==> config.mk <==
export PLATFORM = sky130hd
export DESIGN_NAME = btn_color_sel
export DESIGN_NICKNAME = d
export VERILOG_FILES = /design/src/rtl/btn_color_sel.sv
export SDC_FILE = /design/constraint.sdc
export NUM_CORES = 1
export LEC_CHECK = 0
export CORE_ASPECT_RATIO = 1.1
export CORE_MARGIN = 3
export CORE_UTILIZATION = 60
export CTS_CLUSTER_DIAMETER = 150
export DETAILED_ROUTE_END_ITERATION = 10
export PLACE_DENSITY = 0.84
export SYNTH_ARGS = -nofsm -noshare
export SYNTH_HDL_FRONTEND = slang
export SYNTH_SLANG_ARGS = --single-unit
==> constraint.sdc <==
create_clock -name clk -period 6.9 [get_ports clk]
set_input_delay 1.725 -clock clk [delete_from_list [all_inputs] [get_ports clk]]
set_output_delay 1.725 -clock clk [all_outputs]
set_load 0.02 [all_outputs]
==> src/rtl/btn_color_sel.sv <==
// Pushbutton front end: 2-flop synchronizer, per-bit debounce, press detect and one-hot colour select.
// Optional build macro BTN_COLOR_SEL_TOGGLE_EN: re-pressing the selected colour turns it off.
module btn_color_sel #(
    parameter int unsigned NB_BTN  = 3,
    parameter int unsigned CNT_MAX = 1000000,
    parameter int unsigned NB_CNT  = 20
) (
    input  logic              clk,
    input  logic              i_reset,
    input  logic [NB_BTN-1:0] i_btn,
    output logic [NB_BTN-1:0] o_btn,
    output logic [NB_BTN-1:0] o_press,
    output logic [NB_BTN-1:0] o_sel
);

    localparam logic [NB_CNT-1:0] CntLast = NB_CNT'(CNT_MAX - 1);

    logic [NB_BTN-1:0] sync1;
    logic [NB_BTN-1:0] sync2;
    logic [NB_BTN-1:0] btn_prev;
    logic [NB_BTN-1:0] rise;
    logic [NB_BTN-1:0] win;
    logic [NB_BTN-1:0] sel_next;
    logic [NB_CNT-1:0] cnt [NB_BTN];

    // Debounce: the debounced level flips only after CNT_MAX consecutive cycles of disagreement.
    always_ff @(posedge clk) begin
        if (i_reset) begin
            sync1 <= '0;
            sync2 <= '0;
            o_btn <= '0;
            for (int i = 0; i < NB_BTN; i++) begin
                cnt[i] <= '0;
            end
        end else begin
            sync1 <= i_btn;
            sync2 <= sync1;
            for (int i = 0; i < NB_BTN; i++) begin
                if (sync2[i] == o_btn[i]) begin
                    cnt[i] <= '0;
                end else if (cnt[i] == CntLast) begin
                    o_btn[i] <= ~o_btn[i];
                    cnt[i]   <= '0;
                end else begin
                    cnt[i] <= cnt[i] + NB_CNT'(1);
                end
            end
        end
    end

    assign rise = o_btn & ~btn_prev;

    // Ascending scan: the highest-index pressed bit is the last one written.
    always_comb begin
        win = '0;
        for (int i = 0; i < NB_BTN; i++) begin
            if (rise[i]) begin
                win    = '0;
                win[i] = 1'b1;
            end
        end
    end

    always_comb begin
        sel_next = o_sel;
        if (rise != '0) begin
`ifdef BTN_COLOR_SEL_TOGGLE_EN
            if (win == o_sel) begin
                sel_next = '0;
            end else begin
                sel_next = win;
            end
`else
            sel_next = win;
`endif
        end
    end

    always_ff @(posedge clk) begin
        if (i_reset) begin
            btn_prev <= '0;
            o_press  <= '0;
            o_sel    <= '0;
        end else begin
            btn_prev <= o_btn;
            o_press  <= rise;
            o_sel    <= sel_next;
        end
    end

endmodule

Yosys cells after proc, flatten, opt, wreduce, memory -nomap -nowiden --
Memories as Yosys holds them, arrays and structs flattened. Cells that the tools add are included.
Storage, ports and cells: bits in registers 18, memories kept 1, input port bits 5, logic and storage cells 86, output and inout bits 9, bits in writable memories 60
Cells by class: $add $sub $neg 3, reductions and logical operators 4, multiplexer cells 47, eq/ne operators 6, bitwise logic cells 17
Memories:
- cnt | depth 3, width 20, read ports 3, clocked after Yosys merged registers in 0, wr ports 3, RTL line 24 | logic [NB_CNT-1:0] cnt [NB_BTN];
Operators with widths (count):
- 20-bit 2-to-1 mux | 9
- 20-bit by 1-bit adder with 20-bit output, second input constant | 3
- 20-bit == test, second input constant | 3
- 1-bit 2-to-1 mux | 36
- 1-bit OR | 9
- 3-bit 2-to-1 mux | 2
- 1-bit NOT | 6
- 2-bit AND reduction | 3
- 3-bit bitwise AND | 1
- 1-bit == test | 3
- 3-bit NOT | 1
- 3-bit nonzero test | 1

Logic depth before layout (Yosys ltp) --
An unclocked memory read counts as a cell.
depth after elaboration 8, depth in mapped cells 6, mapped depth without buffers 5

Least setup slack after synthesis --
OpenSTA, ideal clock, no wires.
kind input -> register, start point input port i_reset, end point memory cnt[0][10], data pin, stages 5, setup time 0.266 ns, arrival time 2.701 ns, setup slack 3.933 ns, cells stage by stage clkbuf_1 > nor2_1 > o21ai_1 > clkbuf_1 > nor2_1
RTL lines:
- start, declared | RTL line 9 | input logic i_reset,
- end, declared | RTL line 24

==> reports/metrics.yaml <==
die:
  die_width_um: 82.9
  coreArea_mm2: 0.00623
  io_pins: 14
  die_area_mm2: 0.00751
  die_height_um: 90.6
  initial_utilization_pct: 62.7
  num_rows: 30
timing:
  fin_crit_sh_pct: 51.0
  setup_viol: 0
  tns_ns: 0
  maxSlewHeadroom_pct: 13.4
  fin_skew_ns: 0.0100
  rsz0062_at_grt: "no"
  fin_crit_ns: 3.52
  timing_worst_slew_pin_value_ns: 1.29
  hold_viol: 0
  slew_violations: 0
  max_freq_mhz: 284
synthesis:
  synthMuxAreaShare_pct: 0
  syn_area_mm2: 0.00390
  synth_cell_type_count: 39
  ys_top_cells_by_area: "edfxtp_1 46%, dfxtp_1 9.2%, xor2_1 5.6%, nor2_1 4.1%, xnor2_1 3.1%"
  synth-adder-area-share_pct: 0.961
  ys.warnings.count: 0
  synthArstFlopShare_pct: 0
  syn_area_per_cell_um2: 10.6
  synth_edf_count: 60
  synth_top_family_by_area: "simple AND/OR/NAND/NOR gates"
  synth_top_area_share_pct: 46.1
  synth_flop_cell: "edfxtp_1"
  synth_seq_cells: 78
  synth_simple_gate_area_share_pct: 25.2
  synth_area_leader_cell: "edfxtp_1"
  syn-instance-count: 368
  synth-compound-area-share_pct: 7.31
  ys_seq_area_share_pct: 55.4
  synth-xor-area-share_pct: 8.75
detailed_routing:
  drtPass1Iterations: 5
  finalWirelength_um: 7260
  drtIter0Drc: 165
  detail_route.vias_per_cell: 5.61
  ant_nets: 0
  avgRoutedWirePerCell_um: 13.8
  vias: 2952
  drc: 0
critical_path:
  crit_required_ns: 6.94
  critPathMaxFanout: 19
  crit_path_end_kind: "register"
  worstPathArrival_ns: 3.56
  r2r_setup_slack_ns: 4.37
  path_class: "in -> reg"
  critPathLaunchType: "primary input"
grt:
  use_met2_pct: 31.0
  use_met1_pct: 26.2
  grt_pass1_vias: 2767
  grt-ovfl-total: 0
  grt_pass1_wl_um: 12300
  antenna_found_initial: 0
  grt_max_degree: 20
  grt.busiest_layer: "met2"
  grtUsageMet3_pct: 5.02
  track_usage_pct: 19.9
worst_hold_path:
  holdCritPathClass: "reg -> reg"
place:
  dp_hpwl_um: 5020
  gp_congestion: 0.815
  post_dp_cell_area_mm2: 0.00431
  port-buffer-count: 13
clocking:
  cts_setup_buffers: 0
  tritoncts: "done"
  cts.repair.resized: 0
  clk_latency_ns: 0.35
  clkSinkCount: 78
  cts_hold_buf: 0
  cts_buffers: 9
  clock_path_buffers: 2
  clock-root-buffer: "clkbuf_8"
  h-tree-depth: 3
  clk_pin_slew_worst_paths_ns: 0.08
finish:
  syn2layout_area_growth_pct: 15.1
  seq_area_mm2: 0.00216
  n_antenna_cell: 0
  multi_input_area_mm2: 0.00187
  fillers: 466
  nets: 449
  postLayoutCellArea_mm2: 0.00449
  final_layout_size_suffix_gt1_share_pct: 4.71
power_and_ir_drop:
  p_leak_uw: 0.00154
  power_density_mw_per_mm2: 200
  peakVddDrop_v: 0.000105
status:
  status: "complete, no violations"
job:
  max_cap_viol_count: 0
where the power goes:
| part | switching [µW] | internal [µW] | total (µW) |
|---|---|---|---|
| Combinational | 22.2 | 15.0 | 37.2 |
| Sequential | 17.7 | 522 | 539 |
| Clock | 168 | 152 | 320 |
| Total | 208 | 689 | 897 |
worst paths after layout:
path                             startpoint         end  cells past startpoint
worst min-delay path            btn_prev[0]  o_press[0]                      1
worst min register to register  btn_prev[0]  o_press[0]                      1
worst max-delay path                i_reset  cnt[0][18]                      4
worst max register to register   cnt[0][10]  cnt[0][18]                      4
flip-flops by register name, indices dropped and copies added, names as in the netlist:
| register | count |
|---|---|
| btn_prev | 3 |
| cnt | 60 |
| o_btn | 3 |
| o_press | 3 |
| o_sel | 3 |
| sync1 | 3 |
| sync2 | 3 |
through the flow:
stage	cells	utilization [%]	power (µW)	hold WS [ns]	setup WS, ns
2_1_floorplan	427	-	574	0.383	3.93
3_3_place_gp	510	69.2	583	0.389	3.12
3_5_place_dp	510	69.2	585	0.405	3.01
4_1_cts	526	72.1	899	0.416	3.36
5_1_grt	526	72.1	929	0.437	3.17
6_report	526	72.1	897	0.418	3.38
worst max-delay path, stage by stage:
cell and delay [ns]:
clkdlybuf4s50_1 0.87, nor2_1 0.14, o21ai_1 0.71, a21oi_1 0.11
cells in the final DEF, fill, tap and decap left out, drive strengths merged, types with 2 or more instances in the layout:
cell,instances
edfxtp,60
conb,60
nor2,43
xor2,25
a21oi,22
nand3,21
nand4,19
dfxtp,18
nand2,17
o21ai,16
xnor2,14
or3,14
nor2b,14
clkdlybuf4s50,13
inv,12
clkbuf,11
or4,10
o31ai,8
and3,7
and2,6
and4,6
nor4,4
nor3,4
nor4b,4
ha,3
clkinv,3
nor3b,2
nand4b,2
or4b,2
cell type report:
class	count	share of cell area, %
clock buffers	11	3.40
inverters	10	0.835
multi-input cells	328	41.7
flip-flops and latches	78	48.1
repair buffers	14	3.06
clock inverters	5	0.668
well taps	80	2.23
cell families (layout without fill, tap and decap cells):
kind of cell / after synthesis / in the layout
AO/OA/AOI/OAI: 49 / 49
XOR/XNOR: 39 / 39
adder cells (fa/ha/maj): 3 / 3
buffers and inverters: 21 / 40
flip-flops: 78 / 78
other: 1 / 60
AND/OR/NAND/NOR: 177 / 177
cell usage after synthesis, drive strengths merged (2+ instances only):
cell type  instances
edfxtp            60
nor2              43
xor2              25
a21oi             22
nand3             21
nand4             19
dfxtp             18
nand2             17
o21ai             16
nor2b             14
or3               14
xnor2             14
inv               10
or4               10
o31ai              8
and3               7
clkbuf             7
and2               6
and4               6
buf                4
nor3               4
nor4               4
nor4b              4
ha                 3
nand4b             2
nor3b              2
or4b               2
metal layers:
| layer | vias to the layer above | part of all wire (%) | routed length (µm) |
|---|---|---|---|
| li1 | 1451 | - | - |
| met1 | 1386 | 45 | 3240 |
| met2 | 102 | 49 | 3530 |
| met3 | 13 | 5.1 | 368 |
| met4 | 0 | 1.6 | 115 |
| met5 | - | 0 | 0 |
Power figures use the tool's default switching activity.
